`src/rtl/gmii_mon_pkg.sv`:
```
// Shared types and constants for the GMII receive monitor.
package gmii_mon_pkg;

   // Checker FSM states.
   typedef enum logic [2:0] {
      ST_SYNC = 3'd0,
      ST_IDLE = 3'd1,
      ST_PRE  = 3'd2,
      ST_DATA = 3'd3,
      ST_DROP = 3'd4
   } mon_state_t;

   // bad_cause codes reported alongside frame_ok / frame_bad.
   localparam logic [2:0] CAUSE_OK       = 3'd0;
   localparam logic [2:0] CAUSE_RXER     = 3'd1;
   localparam logic [2:0] CAUSE_CRC      = 3'd2;
   localparam logic [2:0] CAUSE_RUNT     = 3'd3;
   localparam logic [2:0] CAUSE_GIANT    = 3'd4;
   localparam logic [2:0] CAUSE_PREAMBLE = 3'd5;

   localparam logic [7:0]  PREAMBLE    = 8'h55;
   localparam logic [7:0]  SFD         = 8'hD5;
   localparam logic [31:0] CRC_POLY    = 32'hEDB8_8320;
   localparam logic [31:0] CRC_INIT    = 32'hFFFF_FFFF;
   localparam logic [31:0] CRC_RESIDUE = 32'hDEBB_20E3;

   // Byte counter increment that sticks at all-ones instead of wrapping.
   function automatic logic [15:0] sat_inc16(input logic [15:0] v);
      return (v == 16'hFFFF) ? v : v + 16'd1;
   endfunction

endpackage

```
`src/rtl/crc32_d8.sv`:
```
// One-byte step of the reflected Ethernet CRC-32, LSB of the byte first.
module crc32_d8
   import gmii_mon_pkg::*;
(
   input  logic [31:0] crc,
   input  logic [7:0]  data,
   output logic [31:0] crc_next
);

   logic [31:0] c;

   // Shift the eight data bits through the register one at a time.
   always_comb begin
      c = crc;
      for (int i = 0; i < 8; i++) begin
         c = (c[0] ^ data[i]) ? ((c >> 1) ^ CRC_POLY) : (c >> 1);
      end
      crc_next = c;
   end

endmodule

```
`src/rtl/gmii_rx_mon.sv`:
```
// Inline GMII receive monitor: one-cycle pass-through of PHY0 rx pins plus a
// frame checker (preamble/SFD, RX_ER, FCS, length), counters and a port
// health flag for the failover mux.
//
// Stream semantics: a byte on rxdat_i is valid exactly when rxdv_i is high on
// a phy0_rxclk rising edge; there is no backpressure (the monitor accepts every
// byte). rxer_i only matters while rxdv_i is high. A frame ends on the first
// edge that samples rxdv_i low. The checker FSM register is state_q.
module gmii_rx_mon
   import gmii_mon_pkg::*;
#(
   parameter int MIN_LEN       = 64,
   parameter int MAX_LEN       = 1522,
   parameter int ALIVE_TIMEOUT = 1250000,
   parameter int ERR_THRESH    = 4
)(
   input  logic        rst,
   input  logic        phy0_rxclk,
   input  logic [7:0]  rxdat_i,
   input  logic        rxdv_i,
   input  logic        rxer_i,
   output logic [7:0]  rxdat_o,
   output logic        rxdv_o,
   output logic        rxer_o,
   output logic        frame_ok,
   output logic        frame_bad,
   output logic [2:0]  bad_cause,
   output logic [15:0] frame_len,
   output logic [31:0] good_cnt,
   output logic [15:0] bad_cnt,
   output logic        port_alive
);

   localparam int TMR_W = $clog2(ALIVE_TIMEOUT + 1);
   localparam int RUN_W = $clog2(ERR_THRESH + 1);
   localparam logic [15:0]      MIN_LEN_W = 16'(MIN_LEN);
   localparam logic [15:0]      MAX_LEN_W = 16'(MAX_LEN);
   localparam logic [TMR_W-1:0] TMR_MAX   = TMR_W'(ALIVE_TIMEOUT);
   localparam logic [RUN_W-1:0] RUN_MAX   = RUN_W'(ERR_THRESH);

   mon_state_t state_q, state_d;
   logic [31:0] crc_q, crc_d, crc_nxt;
   logic [15:0] len_q, len_d;
   logic        err_q, err_d;
   logic [2:0]  cause_q, cause_d;
   logic        eof;
   logic [2:0]  eof_cause;
   logic        ok_now, bad_now;
   logic [TMR_W-1:0] timer_q;
   logic [RUN_W-1:0] bad_run_q;

   crc32_d8 u_crc (
      .crc      (crc_q),
      .data     (rxdat_i),
      .crc_next (crc_nxt)
   );

   // Pass-through register, independent of the checker.
   always_ff @(posedge phy0_rxclk or posedge rst) begin
      if (rst) begin
         rxdat_o <= 8'd0;
         rxdv_o  <= 1'b0;
         rxer_o  <= 1'b0;
      end else begin
         rxdat_o <= rxdat_i;
         rxdv_o  <= rxdv_i;
         rxer_o  <= rxer_i;
      end
   end

   // Checker state and per-frame accumulators.
   always_ff @(posedge phy0_rxclk or posedge rst) begin
      if (rst) begin
         state_q <= ST_SYNC;
         crc_q   <= CRC_INIT;
         len_q   <= 16'd0;
         err_q   <= 1'b0;
         cause_q <= CAUSE_OK;
      end else begin
         state_q <= state_d;
         crc_q   <= crc_d;
         len_q   <= len_d;
         err_q   <= err_d;
         cause_q <= cause_d;
      end
   end

   // Next-state logic; eof/eof_cause flag the frame-end edge and its verdict.
   always_comb begin
      state_d   = state_q;
      crc_d     = crc_q;
      len_d     = len_q;
      err_d     = err_q;
      cause_d   = cause_q;
      eof       = 1'b0;
      eof_cause = CAUSE_OK;
      case (state_q)
         ST_SYNC: begin
            // Discard whatever is in flight after reset.
            if (!rxdv_i) state_d = ST_IDLE;
         end
         ST_IDLE: begin
            if (rxdv_i) begin
               len_d = 16'd0;
               if (rxdat_i == PREAMBLE) begin
                  state_d = ST_PRE;
               end else begin
                  state_d = ST_DROP;
                  cause_d = CAUSE_PREAMBLE;
               end
            end
         end
         ST_PRE: begin
            if (!rxdv_i) begin
               eof       = 1'b1;
               eof_cause = CAUSE_PREAMBLE;
               state_d   = ST_IDLE;
            end else if (rxdat_i == SFD) begin
               state_d = ST_DATA;
               crc_d   = CRC_INIT;
               len_d   = 16'd0;
               err_d   = 1'b0;
            end else if (rxdat_i != PREAMBLE) begin
               state_d = ST_DROP;
               cause_d = CAUSE_PREAMBLE;
            end
         end
         ST_DATA: begin
            if (rxdv_i) begin
               crc_d = crc_nxt;
               len_d = sat_inc16(len_q);
               if (rxer_i) err_d = 1'b1;
            end else begin
               eof     = 1'b1;
               state_d = ST_IDLE;
               if (err_q)                    eof_cause = CAUSE_RXER;
               else if (crc_q != CRC_RESIDUE) eof_cause = CAUSE_CRC;
               else if (len_q < MIN_LEN_W)    eof_cause = CAUSE_RUNT;
               else if (len_q > MAX_LEN_W)    eof_cause = CAUSE_GIANT;
               else                           eof_cause = CAUSE_OK;
            end
         end
         ST_DROP: begin
            if (!rxdv_i) begin
               eof       = 1'b1;
               eof_cause = cause_q;
               state_d   = ST_IDLE;
            end
         end
         default: state_d = ST_SYNC;
      endcase
   end

   assign ok_now  = eof && (eof_cause == CAUSE_OK);
   assign bad_now = eof && (eof_cause != CAUSE_OK);

   // Frame report: pulses plus cause/length for the cycle after frame end.
   always_ff @(posedge phy0_rxclk or posedge rst) begin
      if (rst) begin
         frame_ok  <= 1'b0;
         frame_bad <= 1'b0;
         bad_cause <= CAUSE_OK;
         frame_len <= 16'd0;
      end else begin
         frame_ok  <= ok_now;
         frame_bad <= bad_now;
         bad_cause <= eof ? eof_cause : CAUSE_OK;
         frame_len <= eof ? len_q : 16'd0;
      end
   end

   // Counters, idle timer, consecutive-bad run and the health flag.
   always_ff @(posedge phy0_rxclk or posedge rst) begin
      if (rst) begin
         good_cnt   <= 32'd0;
         bad_cnt    <= 16'd0;
         timer_q    <= '0;
         bad_run_q  <= '0;
         port_alive <= 1'b0;
      end else begin
         if (ok_now) good_cnt <= good_cnt + 32'd1;
         if (bad_now && bad_cnt != 16'hFFFF) bad_cnt <= bad_cnt + 16'd1;

         if (ok_now)                  timer_q <= '0;
         else if (timer_q != TMR_MAX) timer_q <= timer_q + 1'b1;

         if (ok_now)                           bad_run_q <= '0;
         else if (bad_now && bad_run_q != RUN_MAX) bad_run_q <= bad_run_q + 1'b1;

         // A good frame on the expiry edge keeps the port alive.
         if (ok_now)
            port_alive <= 1'b1;
         else if ((bad_now && bad_run_q >= RUN_MAX - 1'b1) ||
                  (timer_q == TMR_MAX - 1'b1))
            port_alive <= 1'b0;
      end
   end

endmodule
```
`config.mk`:
```
export PLATFORM = sky130hd
export DESIGN_NAME = gmii_rx_mon
export DESIGN_NICKNAME = d
export VERILOG_FILES = /design/src/rtl/gmii_mon_pkg.sv /design/src/rtl/crc32_d8.sv /design/src/rtl/gmii_rx_mon.sv
export SDC_FILE = /design/constraint.sdc
export NUM_CORES = 1
export LEC_CHECK = 0
export CAP_MARGIN = 20
export CORE_ASPECT_RATIO = 1.2
export CORE_UTILIZATION = 37
export CTS_BUF_LIST = sky130_fd_sc_hd__clkbuf_4
export DETAILED_ROUTE_END_ITERATION = 7
export HOLD_SLACK_MARGIN = 0.02
export PLACE_DENSITY = 0.61
export SLEW_MARGIN = 20
export SYNTH_ARGS = -nofsm -noshare
export SYNTH_HDL_FRONTEND = slang
export SYNTH_SLANG_ARGS = --single-unit
export TNS_END_PERCENT = 50
```
`constraint.sdc`:
```
create_clock -name phy0_rxclk -period 11.4 [get_ports phy0_rxclk]
set_clock_uncertainty 0.2 [all_clocks]
set_input_delay 1.71 -clock phy0_rxclk [delete_from_list [all_inputs] [get_ports phy0_rxclk]]
set_output_delay 1.71 -clock phy0_rxclk [all_outputs]
set_load 0.05 [all_outputs]
```
==> impl_metrics.toml <==
[timing]
hold_viol_final = 0
whs_ps = 288.9
setup_viol = 0
fin_crit_sh_pct = 37.45
setup-tns-final_ps = 0
rsz0062_at_grt = "false"
tightest_slew_ps = 943.8
fmax_ghz = 0.2343
maxSlewHeadroom_pct = 37.01
min_period_ps = 4269
drv_slew = 0

[finish]
finish.instance_area_um2 = 9064
fillers = 1960
layout_commonest_cell = "dfrtp_1"
layout-drive-gt1-share_pct = 10.66
final_cell_mix = "dfrtp_1 (125), clkdlybuf4s50_1 (91), xnor2_1 (79)"
areaGrowthSynthToFinish_pct = 19.24
nets = 842

[logic_synthesis]
synth_fp_nets = 751
syn_area_um2 = 7601
synth_flop_cell = "dfrtp_1"
avgSynthCellArea_um2 = 10.40
synth_edf_count = 0
synth_area_leader_cell = "dfrtp_1"
netlist_top_cells_area = "dfrtp_1 (41%), dfstp_2 (11%), xnor2_1 (9.1%), xor2_1 (7.4%), nor2_1 (3.8%)"
netlist.area_leader.share_pct = 41.15
synthDistinctLibCells = 54
async_reset_ff_share_pct = 100.0
yosys_warnings = 0
synthCells = 731
synth-seq-area-share_pct = 52.21
synth-seq-cells = 157

[worst_setup_path]
path_max_fanout = 30
crit_path_end_kind = "flip-flop"
crit_type = "primary input to flip-flop"
path_buf_inv = 2
path_delay_family = "buffers and inverters"
crit_chain = "clkdlybuf4s50_1, nor2_1, o21ai_4, inv_1, nand4_1, xnor2_1"
worst-path-stages = 6
crit_path_max_incr_delay_ps = 780
slowest_stage = "inv_1"
cp.arrival_ps = 4500
worstPathRequired_ps = 11630
cp-start-kind = "primary input"
r2r_cells = 8

[routing]
wl_per_cell_um = 15.24
drc = 0
vias = 5440
dr.pass1.iters = 4
vias_per_cell = 4.941
routed_wl_mm = 16.78
drt_iter0_markers = 216
ant_nets = 0

[global_routing]
antenna_found_initial = 1
grt_usage_pct = 16.90
grt_overflow = 0
grt_pass1_wl_mm = 28.21
grt_max_degree = 91
first_global_vias = 5362

[placement]
place_area_um2 = 8783
io_buffers = 91
routabilityCongestion = 0.7774
dpl.hpwl_mm = 11.78

[power]
peakVddDrop_uv = 83.78
p_leak_nw = 3.825
power_density_nw_per_um2 = 141.2

[floorplanning]
row_count = 57
num_io_pins = 92
die_w_um = 132.8
die_area_um2 = 21120
die_h_um = 159.0
coreArea_um2 = 20180
start_util_pct = 37.66

[clock_network]
cts_resized = 0
path_clk_slew_ps = 130
cts_setup_buffers = 0
cts.path.max_buffers = 2
ctsHoldBuffers = 0
cts_tree = "yes"
clk_latency_ps = 560
htree_levels = 4
clock_sinks = 157
numCtsBuffers = 17
cts_root_buf = "clkbuf_4"

[flow_run]
drv_cap = 0

[outcome]
status = "finished, final reports clean"

[worst_hold_path]
hold_path.class = "flip-flop to flip-flop"
holdPathStages = 1
-- state kept, by name (all words and copies together) (netlist names) --
register,flops
bad_cnt,16
crc_q,32
frame_bad,1
rxdat_o,8
err_q,1
port_alive,1
state_q,3
timer_q,21
rxdv_o,1
bad_run_q,3
frame_len,16
len_q,16
cause_q,1
rxer_o,1
bad_cause,3
frame_ok,1
good_cnt,32
-- report_power, final --
group          internal [W]  switching, W  total (W)
clock network      0.000133      0.000205   0.000338
logic              0.000111      0.000180   0.000291
registers          0.000601     0.0000499   0.000651
-- synth_stat cells (3+ instances only) --
| cell | n |
|---|---|
| xnor2_1 | 79 |
| buf_1 | 3 |
| nor3_1 | 47 |
| nor2_1 | 77 |
| or3_1 | 3 |
| or2_2 | 3 |
| nor4_1 | 15 |
| nand3_1 | 33 |
| dfstp_2 | 32 |
| nand2b_1 | 3 |
| dfrtp_1 | 125 |
| o21ai_0 | 7 |
| nor2b_1 | 5 |
| and4_1 | 3 |
| xnor2_2 | 7 |
| inv_1 | 22 |
| and3_1 | 17 |
| nand4_1 | 26 |
| a21oi_1 | 37 |
| clkbuf_1 | 13 |
| xor2_1 | 64 |
| nor4b_1 | 3 |
| nand2_1 | 40 |
| buf_2 | 5 |
| and2_1 | 19 |
| ha_1 | 8 |
-- worst reg2reg max path, delay by kind of cell (launching register included) --
kind / cells / cell delay (ps)
and+or+nand+nor: 5 / 1460
DFF: 1 / 600
buffers and inverters: 1 / 790
AOI/OAI and AO/OA: 1 / 160
xor gates and xnor gates: 1 / 180
-- path summary, 6_finish.rpt --
path | slack [ps] | start | to
max | 7130 | rxdv_i | good_cnt[26]$_DFFE_PP0P_
min | 290 | good_cnt[31]$_DFFE_PP0P_ | good_cnt[31]$_DFFE_PP0P_
max reg2reg | 7890 | crc_q[7]$_DFFE_PP1P_ | good_cnt[26]$_DFFE_PP0P_
min reg2reg | 290 | good_cnt[31]$_DFFE_PP0P_ | good_cnt[31]$_DFFE_PP0P_
max in group asynchronous | 8200 | rst | bad_run_q[2]$_DFFE_PP0P_
min in group asynchronous | 1490 | rst | timer_q[15]$_DFFE_PP0P_
-- per-stage QoR --
stage / std cells / util, % / setup slack [ps] / total power [W]
detailed placement: 1068 / 43.52 / 6459 / 0.0009553
global route: 1101 / 44.91 / 6857 / 0.001352
CTS: 1100 / 44.89 / 7066 / 0.001295
finish: 1101 / 44.91 / 7131 / 0.001280
floorplan: 731 / - / 5308 / 0.0008634
global placement: 1068 / 43.52 / 6507 / 0.0009509
-- kinds of logic after synthesis --
| group | after synthesis | share of synthesized area [%] |
|---|---|---|
| xor+xnor | 150 | 17.98 |
| mux | 2 | 0.2963 |
| buf+inv | 45 | 2.354 |
| compound gates | 59 | 4.576 |
| fa+ha+maj | 8 | 1.317 |
| simple gates | 310 | 21.27 |
| flops | 157 | 52.21 |
-- routing by layer --
layer	part of all wire (%)	vias up	global-route usage (%)
met5	0	-	0
met3	2.6	17	3.152
met1	45	2660	21.56
met4	1.4	0	5.538
li1	-	2675	-
met2	51	88	28.75
-- layout make-up --
type                    instances  area, um^2  share of cell area [%]
clock buffers                  18       135.1                   1.491
flip-flops and latches        157        3969                   43.79
clock inverters                14       142.6                   1.574
repair buffers                 94       933.4                   10.30
multi-input cells             529        3458                   38.16
well taps                     265       331.6                   3.658
diodes                          1       2.502                 0.02761
inverters                      23       91.34                   1.008
Note: power is estimated with default switching activity, not from simulation.
